==> src/rtl/multicycle_ctrl_fsm_if.sv <==
// Signal bundle between the multi-cycle controller and its datapath/memory port.
// The controller side uses the master modport; the datapath side uses slave.
interface multicycle_ctrl_fsm_if;
  logic [6:0] opcode;
  logic [2:0] funct3;
  logic       funct7b5;
  logic       branch_taken;
  logic       mem_ready;

  logic       mem_req;
  logic       mem_we;
  logic       ir_write;
  logic       pc_write;
  logic       pc_src;
  logic       reg_write;
  logic [1:0] wb_sel;
  logic [3:0] alu_func;
  logic [1:0] alu_src;

  modport master (
    input  opcode, funct3, funct7b5, branch_taken, mem_ready,
    output mem_req, mem_we, ir_write, pc_write, pc_src, reg_write,
           wb_sel, alu_func, alu_src
  );

  modport slave (
    output opcode, funct3, funct7b5, branch_taken, mem_ready,
    input  mem_req, mem_we, ir_write, pc_write, pc_src, reg_write,
           wb_sel, alu_func, alu_src
  );
endinterface

==> src/rtl/multicycle_ctrl_fsm.sv <==
// Multi-cycle processor controller: sequences FETCH/DECODE/EXECUTE/MEM/WRITEBACK
// over a shared ALU and memory port, counts retired instructions, flags faults.
module multicycle_ctrl_fsm #(
  parameter int unsigned MEM_TIMEOUT = 15,
  parameter int unsigned CNT_W       = 32
) (
  input  logic                  clk,
  input  logic                  rst_n,
  input  logic                  start,
  multicycle_ctrl_fsm_if.master ctrl,
  output logic                  busy,
  output logic                  err,
  output logic [1:0]            err_cause,
  output logic [CNT_W-1:0]      instr_count
);

  localparam logic [6:0] OP_R      = 7'b0110011;
  localparam logic [6:0] OP_I      = 7'b0010011;
  localparam logic [6:0] OP_LOAD   = 7'b0000011;
  localparam logic [6:0] OP_STORE  = 7'b0100011;
  localparam logic [6:0] OP_LUI    = 7'b0110111;
  localparam logic [6:0] OP_JAL    = 7'b1101111;
  localparam logic [6:0] OP_BRANCH = 7'b1100011;

  localparam logic [3:0] ALU_ADD   = 4'b0000;
  localparam logic [3:0] ALU_ADDI  = 4'b0001;
  localparam logic [3:0] ALU_LOAD  = 4'b0010;
  localparam logic [3:0] ALU_STORE = 4'b0011;
  localparam logic [3:0] ALU_LUI   = 4'b0100;
  localparam logic [3:0] ALU_JAL   = 4'b0101;
  localparam logic [3:0] ALU_OR    = 4'b0110;
  localparam logic [3:0] ALU_AND   = 4'b0111;
  localparam logic [3:0] ALU_BEQ   = 4'b1000;
  localparam logic [3:0] ALU_SUB   = 4'b1001;

  localparam logic [1:0] SRC_RS2  = 2'd0;
  localparam logic [1:0] SRC_ZEXT = 2'd1;
  localparam logic [1:0] SRC_SEXT = 2'd2;

  localparam logic [1:0] WB_ALU = 2'd0;
  localparam logic [1:0] WB_MEM = 2'd1;
  localparam logic [1:0] WB_PC4 = 2'd2;

  localparam logic [1:0] CAUSE_ILLEGAL = 2'd1;
  localparam logic [1:0] CAUSE_TIMEOUT = 2'd2;

  localparam logic [7:0] TIMEOUT = 8'(MEM_TIMEOUT);

  typedef enum logic [2:0] {
    S_IDLE, S_FETCH, S_DECODE, S_EXECUTE, S_MEM, S_WRITEBACK, S_ERROR
  } state_t;

  typedef enum logic [2:0] {
    C_R, C_I, C_LOAD, C_STORE, C_LUI, C_JAL, C_BRANCH, C_NONE
  } iclass_t;

  state_t           state, state_nxt;
  iclass_t          iclass, iclass_nxt, dec_class;
  logic             dec_legal;
  logic             f3_alu_ok;
  logic [7:0]       wait_cnt, wait_nxt;
  logic             mem_expired;
  logic             err_nxt;
  logic [1:0]       cause_nxt;
  logic             retire;
  logic [3:0]       class_func;
  logic [1:0]       class_src;

  logic             mem_req_c, mem_we_c, ir_write_c, pc_write_c, pc_src_c, reg_write_c;
  logic [1:0]       wb_sel_c, alu_src_c;
  logic [3:0]       alu_func_c;

  assign f3_alu_ok   = (ctrl.funct3 == 3'b000) || (ctrl.funct3 == 3'b110) ||
                       (ctrl.funct3 == 3'b111);
  assign mem_expired = !ctrl.mem_ready && (wait_cnt == TIMEOUT);

  // Opcode classifier; only meaningful in DECODE when the IR holds the word.
  always_comb begin
    dec_class = C_NONE;
    dec_legal = 1'b0;
    case (ctrl.opcode)
      OP_R: begin
        dec_class = C_R;
        dec_legal = f3_alu_ok && !(ctrl.funct7b5 && (ctrl.funct3 != 3'b000));
      end
      OP_I: begin
        dec_class = C_I;
        dec_legal = f3_alu_ok;
      end
      OP_LOAD: begin
        dec_class = C_LOAD;
        dec_legal = 1'b1;
      end
      OP_STORE: begin
        dec_class = C_STORE;
        dec_legal = 1'b1;
      end
      OP_LUI: begin
        dec_class = C_LUI;
        dec_legal = 1'b1;
      end
      OP_JAL: begin
        dec_class = C_JAL;
        dec_legal = 1'b1;
      end
      OP_BRANCH: begin
        dec_class = C_BRANCH;
        dec_legal = (ctrl.funct3 == 3'b000);
      end
      default: begin
        dec_class = C_NONE;
        dec_legal = 1'b0;
      end
    endcase
  end

  // ALU control per latched class; funct bits still come from the held IR.
  always_comb begin
    class_func = ALU_ADD;
    class_src  = SRC_RS2;
    case (iclass)
      C_R: begin
        class_src = SRC_RS2;
        case (ctrl.funct3)
          3'b110:  class_func = ALU_OR;
          3'b111:  class_func = ALU_AND;
          default: class_func = ctrl.funct7b5 ? ALU_SUB : ALU_ADD;
        endcase
      end
      C_I: begin
        class_src = SRC_SEXT;
        case (ctrl.funct3)
          3'b110:  class_func = ALU_OR;
          3'b111:  class_func = ALU_AND;
          default: class_func = ALU_ADDI;
        endcase
      end
      C_LOAD: begin
        class_func = ALU_LOAD;
        class_src  = SRC_SEXT;
      end
      C_STORE: begin
        class_func = ALU_STORE;
        class_src  = SRC_SEXT;
      end
      C_LUI: begin
        class_func = ALU_LUI;
        class_src  = SRC_ZEXT;
      end
      C_JAL: begin
        class_func = ALU_JAL;
        class_src  = SRC_SEXT;
      end
      C_BRANCH: begin
        class_func = ALU_BEQ;
        class_src  = SRC_RS2;
      end
      default: begin
        class_func = ALU_ADD;
        class_src  = SRC_RS2;
      end
    endcase
  end

  always_ff @(posedge clk or negedge rst_n) begin
    if (!rst_n) begin
      state       <= S_IDLE;
      iclass      <= C_NONE;
      wait_cnt    <= 8'd0;
      err         <= 1'b0;
      err_cause   <= 2'd0;
      instr_count <= '0;
    end else begin
      state     <= state_nxt;
      iclass    <= iclass_nxt;
      wait_cnt  <= wait_nxt;
      err       <= err_nxt;
      err_cause <= cause_nxt;
      if (retire) instr_count <= instr_count + CNT_W'(1);
    end
  end

  // Next-state and outputs. The wait counter defaults to zero so it is cleared
  // whenever FETCH or MEM is entered and only advances while a request stalls.
  // The fetch strobes are qualified by mem_ready so a zero-wait fetch takes one cycle.
  always_comb begin
    state_nxt   = state;
    iclass_nxt  = iclass;
    wait_nxt    = 8'd0;
    err_nxt     = err;
    cause_nxt   = err_cause;
    retire      = 1'b0;
    mem_req_c   = 1'b0;
    mem_we_c    = 1'b0;
    ir_write_c  = 1'b0;
    pc_write_c  = 1'b0;
    pc_src_c    = 1'b0;
    reg_write_c = 1'b0;
    wb_sel_c    = WB_ALU;
    alu_func_c  = ALU_ADD;
    alu_src_c   = SRC_RS2;
    busy        = 1'b0;

    case (state)
      S_IDLE: begin
        if (start) state_nxt = S_FETCH;
      end

      S_FETCH: begin
        busy      = 1'b1;
        mem_req_c = 1'b1;
        if (ctrl.mem_ready) begin
          ir_write_c = 1'b1;
          pc_write_c = 1'b1;
          state_nxt  = S_DECODE;
        end else if (mem_expired) begin
          state_nxt = S_ERROR;
          err_nxt   = 1'b1;
          cause_nxt = CAUSE_TIMEOUT;
        end else begin
          wait_nxt = wait_cnt + 8'd1;
        end
      end

      S_DECODE: begin
        busy = 1'b1;
        if (dec_legal) begin
          iclass_nxt = dec_class;
          state_nxt  = S_EXECUTE;
        end else begin
          state_nxt = S_ERROR;
          err_nxt   = 1'b1;
          cause_nxt = CAUSE_ILLEGAL;
        end
      end

      S_EXECUTE: begin
        busy       = 1'b1;
        alu_func_c = class_func;
        alu_src_c  = class_src;
        case (iclass)
          C_R, C_I, C_LUI: state_nxt = S_WRITEBACK;
          C_LOAD, C_STORE: state_nxt = S_MEM;
          C_JAL: begin
            pc_write_c = 1'b1;
            pc_src_c   = 1'b1;
            state_nxt  = S_WRITEBACK;
          end
          C_BRANCH: begin
            pc_write_c = ctrl.branch_taken;
            pc_src_c   = 1'b1;
            retire     = 1'b1;
            state_nxt  = S_FETCH;
          end
          default: begin
            state_nxt = S_ERROR;
            err_nxt   = 1'b1;
            cause_nxt = CAUSE_ILLEGAL;
          end
        endcase
      end

      S_MEM: begin
        busy       = 1'b1;
        alu_func_c = class_func;
        alu_src_c  = class_src;
        mem_req_c  = 1'b1;
        mem_we_c   = (iclass == C_STORE);
        if (ctrl.mem_ready) begin
          if (iclass == C_STORE) begin
            retire    = 1'b1;
            state_nxt = S_FETCH;
          end else begin
            state_nxt = S_WRITEBACK;
          end
        end else if (mem_expired) begin
          state_nxt = S_ERROR;
          err_nxt   = 1'b1;
          cause_nxt = CAUSE_TIMEOUT;
        end else begin
          wait_nxt = wait_cnt + 8'd1;
        end
      end

      S_WRITEBACK: begin
        busy        = 1'b1;
        alu_func_c  = class_func;
        alu_src_c   = class_src;
        reg_write_c = 1'b1;
        retire      = 1'b1;
        state_nxt   = S_FETCH;
        if (iclass == C_LOAD)     wb_sel_c = WB_MEM;
        else if (iclass == C_JAL) wb_sel_c = WB_PC4;
        else                      wb_sel_c = WB_ALU;
      end

      S_ERROR: begin
        state_nxt = S_ERROR;
      end

      default: begin
        state_nxt = S_IDLE;
      end
    endcase
  end

  assign ctrl.mem_req   = mem_req_c;
  assign ctrl.mem_we    = mem_we_c;
  assign ctrl.ir_write  = ir_write_c;
  assign ctrl.pc_write  = pc_write_c;
  assign ctrl.pc_src    = pc_src_c;
  assign ctrl.reg_write = reg_write_c;
  assign ctrl.wb_sel    = wb_sel_c;
  assign ctrl.alu_func  = alu_func_c;
  assign ctrl.alu_src   = alu_src_c;

endmodule

==> src/flat_wrapper.sv <==
// flat-port wrapper written by rule: the top's interface ports become plain ports
module multicycle_ctrl_fsm_flat 
#(
  parameter int unsigned MEM_TIMEOUT = 15,
  parameter int unsigned CNT_W       = 32
)
  (clk, rst_n, start, busy, err, err_cause, instr_count, ctrl_opcode, ctrl_funct3, ctrl_funct7b5, ctrl_branch_taken, ctrl_mem_ready, ctrl_mem_req, ctrl_mem_we, ctrl_ir_write, ctrl_pc_write, ctrl_pc_src, ctrl_reg_write, ctrl_wb_sel, ctrl_alu_func, ctrl_alu_src);
  multicycle_ctrl_fsm_if ctrl_i ();
  input  logic clk;
  input  logic rst_n;
  input  logic start;
  output logic busy;
  output logic err;
  output logic [1:0] err_cause;
  output logic [CNT_W-1:0] instr_count;
  input wire logic [$bits(ctrl_i.opcode)-1:0] ctrl_opcode;
  input wire logic [$bits(ctrl_i.funct3)-1:0] ctrl_funct3;
  input wire logic [$bits(ctrl_i.funct7b5)-1:0] ctrl_funct7b5;
  input wire logic [$bits(ctrl_i.branch_taken)-1:0] ctrl_branch_taken;
  input wire logic [$bits(ctrl_i.mem_ready)-1:0] ctrl_mem_ready;
  output wire logic [$bits(ctrl_i.mem_req)-1:0] ctrl_mem_req;
  output wire logic [$bits(ctrl_i.mem_we)-1:0] ctrl_mem_we;
  output wire logic [$bits(ctrl_i.ir_write)-1:0] ctrl_ir_write;
  output wire logic [$bits(ctrl_i.pc_write)-1:0] ctrl_pc_write;
  output wire logic [$bits(ctrl_i.pc_src)-1:0] ctrl_pc_src;
  output wire logic [$bits(ctrl_i.reg_write)-1:0] ctrl_reg_write;
  output wire logic [$bits(ctrl_i.wb_sel)-1:0] ctrl_wb_sel;
  output wire logic [$bits(ctrl_i.alu_func)-1:0] ctrl_alu_func;
  output wire logic [$bits(ctrl_i.alu_src)-1:0] ctrl_alu_src;
  assign ctrl_i.opcode = ctrl_opcode;
  assign ctrl_i.funct3 = ctrl_funct3;
  assign ctrl_i.funct7b5 = ctrl_funct7b5;
  assign ctrl_i.branch_taken = ctrl_branch_taken;
  assign ctrl_i.mem_ready = ctrl_mem_ready;
  assign ctrl_mem_req = ctrl_i.mem_req;
  assign ctrl_mem_we = ctrl_i.mem_we;
  assign ctrl_ir_write = ctrl_i.ir_write;
  assign ctrl_pc_write = ctrl_i.pc_write;
  assign ctrl_pc_src = ctrl_i.pc_src;
  assign ctrl_reg_write = ctrl_i.reg_write;
  assign ctrl_wb_sel = ctrl_i.wb_sel;
  assign ctrl_alu_func = ctrl_i.alu_func;
  assign ctrl_alu_src = ctrl_i.alu_src;
  multicycle_ctrl_fsm #(.MEM_TIMEOUT(MEM_TIMEOUT), .CNT_W(CNT_W)) u_core (.clk(clk), .rst_n(rst_n), .start(start), .ctrl(ctrl_i), .busy(busy), .err(err), .err_cause(err_cause), .instr_count(instr_count));
endmodule
==> config.mk <==
export PLATFORM = sky130hd
export DESIGN_NAME = multicycle_ctrl_fsm_flat
export DESIGN_NICKNAME = d
export VERILOG_FILES = /design/src/rtl/multicycle_ctrl_fsm_if.sv /design/src/rtl/multicycle_ctrl_fsm.sv /design/src/flat_wrapper.sv
export SDC_FILE = /design/constraint.sdc
export NUM_CORES = 1
export LEC_CHECK = 0
export CAP_MARGIN = 0
export CORE_MARGIN = 1.5
export CORE_UTILIZATION = 50
export DETAILED_ROUTE_END_ITERATION = 10
export DONT_BUFFER_PORTS = 1
export GPL_ROUTABILITY_DRIVEN = 0
export MAX_ROUTING_LAYER = met4
export SLEW_MARGIN = 25
export SYNTH_ARGS = -nofsm -noshare
export SYNTH_HDL_FRONTEND = slang
export SYNTH_SLANG_ARGS = --single-unit
==> constraint.sdc <==
create_clock -name clk -period 2.41 [get_ports clk]
set_clock_uncertainty 0.15 [all_clocks]
set_input_delay 0.3615 -clock clk [delete_from_list [all_inputs] [get_ports clk]]
set_output_delay 0.3615 -clock clk [all_outputs]
set_load 0.02 [all_outputs]
==> impl_metrics.json <==
{
  "power_density_nw_per_um2": 802,
  "clk_path_buf_depth": 2,
  "cts_setup_buffers": 0,
  "numPortBuffers": 0,
  "hpwlAfterDp_mm": 4.50,
  "slew_violations": 0,
  "dieWidth_um": 78.2,
  "place_ws_ns": 0.208,
  "async_reset_ff_share_pct": 100,
  "drv_cap": 0,
  "synth_edf_count": 0,
  "worstRegToRegCells": 5,
  "drt-pass1-iter-count": 4,
  "min_period_ns": 2.31,
  "num_rows": 27,
  "antenna_found_initial": 0,
  "num_vias": 2253,
  "drc": 0,
  "whs_path_depth": 2,
  "crit_start": "u_core.iclass[2]",
  "power_uw": 2550,
  "drt_iter0_markers": 78,
  "wirelength_mm": 5.93,
  "rsz0062_at_grt": "true",
  "grt_overflow": 0,
  "vdd_drop_max_v": 0.000453,
  "chipHeight_um": 78.2,
  "syn_nets": 315,
  "vias_per_cell": 5.76,
  "ios": 66,
  "root_buffer": "clkbuf_8",
  "cts_tree": "yes",
  "ys.flop_type": "dfrtp_1",
  "hold_viol": 0,
  "crit_required_ns": 1.90,
  "post-route-cell-area_um2": 3180,
  "insertion_delay_ns": 0.30,
  "synth_commonest_cells": "dfrtp_1 (46), nor2_1 (28), nand2_1 (27)",
  "numCtsBuffers": 5,
  "yosysWarnings": 0,
  "synth_area_per_cell_um2": 9.51,
  "htree_levels": 2,
  "core_area_um2": 5470,
  "syn2layout_area_growth_pct": 12.5,
  "yosysSeqAreaShare_pct": 43.5,
  "yosys.cell_types.count": 59,
  "syn_inst": 297,
  "slew_headroom_pct": 67.9,
  "synth_area_leader_cell": "dfrtp_1",
  "nets": 336,
  "setup_violations": 0,
  "start_kind": "flip-flop",
  "drive_above_1_share_pct": 17.6,
  "tightest_slew_ns": 0.482,
  "endpoint_kind": "output port",
  "antenna_cells": 0,
  "synth_area_leaders": "dfrtp_1 (41%), xor2_1 (6.5%), xnor2_1 (5.3%)",
  "grt_pass1_vias": 2184,
  "critical_path_class": "reg -> out",
  "synth_top_area_share_pct": 40.7,
  "max_freq_mhz": 433,
  "wl_per_cell_um": 15.2,
  "ys_seq_elements": 49,
  "outcome": "finished clean",
  "leakage_uw": 0.00144,
  "cts.sinks": 49,
  "grt_usage_pct": 21.3,
  "rr_startpoint": "u_core.iclass[1]",
  "grt_max_degree": 50,
  "dieArea_um2": 6110,
  "synth_most_common_cell": "dfrtp_1",
  "cp.arrival_ns": 1.80,
  "grt_pass1_wl_mm": 10.0,
  "final_antenna_net_count": 0,
  "place_area_um2": 3040,
  "mappedNetlistArea_um2": 2830,
  "setup_ws_ns": 0.0995,
  "min_from": "ctrl_opcode[0]",
  "utilization_pct": 58.1,
  "path_max_fanout": 11,
  "fin_crit_sh_pct": 95.9,
  "initial_core_util_pct": 51.6,
  "hold_class": "in -> reg",
  "clk_pin_slew_ns": 0.08
}
sequential cells by signal (all words and copies together), names as in the netlist:
name	flops
u_core.err	1
u_core.wait_cnt	8
u_core.iclass	3
u_core.instr_count	32
u_core.state	3
u_core.err_cause	2
layout make-up:
cell class	instances	area, µm²
tap	72	90.1
multi-input combinational	228	1520
clock buffer	5	68.8
sequential	49	1230
fill	522	2290
clock inverter	3	25.0
inverter	10	37.5
timing repair buffer	24	203
repair_timing:
action | 4_1_cts | 5_1_grt
pin swaps | 0 | 0
gates resized for setup | 1 | 2
endpoints found under the setup margin | 1 | 7
hold buffers | 2 | 0
hold endpoints to repair | 49 | 0
critical path: stages (launching register included):
cell	delay (ns)
dfstp_2	0.64
inv_1	0.12
or2_2	0.32
o21ai_0	0.07
o21ai_0	0.13
nor2_2	0.24
power by group:
part | switching (µW) | total [µW] | internal [µW]
registers | 202 | 1120 | 921
logic | 575 | 936 | 361
clock network | 279 | 489 | 210
total | 1060 | 2550 | 1490
per-layer routing:
layer	global-route usage (%)	vias to the layer above	part of all wire (%)
met5	-	-	0
met4	7.32	0	2.2
met3	6.05	16	6.4
met2	32.8	68	46
met1	27.2	1075	45
li1	-	1094	-
worst paths after layout:
| path | end | slack (ns) |
|---|---|---|
| worst max-delay path | ctrl_alu_func[0] | 0.1 |
| worst min-delay path | u_core.iclass[1] | 0.12 |
| worst max register to register | u_core.instr_count[18] | 0.23 |
| worst min register to register | u_core.wait_cnt[0] | 0.33 |
| max in group asynchronous | u_core.iclass[0] | 1.43 |
| min in group asynchronous | u_core.state[0] | 0.41 |
logic make-up after synthesis:
family	count (synthesis)	share of synthesized area (%)
DFF	49	43.5
xor gates and xnor gates	38	11.8
AOI/OAI and AO/OA	45	11.9
muxes	3	1.20
buffers and inverters	20	2.75
adders and majority gates	2	0.886
and+or+nand+nor	140	28.0
placed cells by master, fill, tap and decap left out, types with 7 or more instances in the layout:
cell type,netlist,layout
o21ai_0,8,8
nor3_1,18,18
xnor2_1,17,17
nand2_1,27,27
nand3_1,14,14
dfrtp_1,46,45
xor2_1,21,21
a21oi_1,12,11
nor2_1,28,27
inv_1,10,10
nand4_1,14,14
nand2b_1,7,7
buf_4,0,22
per-stage QoR:
step / TNS [ns] / std cells / hold WS [ns]
5_1_grt: -0.0381 / 391 / 0.120
3_3_place_gp: 0 / 381 / -0.0809
6_report: 0 / 391 / 0.120
4_1_cts: 0 / 391 / 0.116
3_5_place_dp: 0 / 381 / -0.0808
2_1_floorplan: 0 / 297 / -0.0841
(Power assumes the default switching activity.)
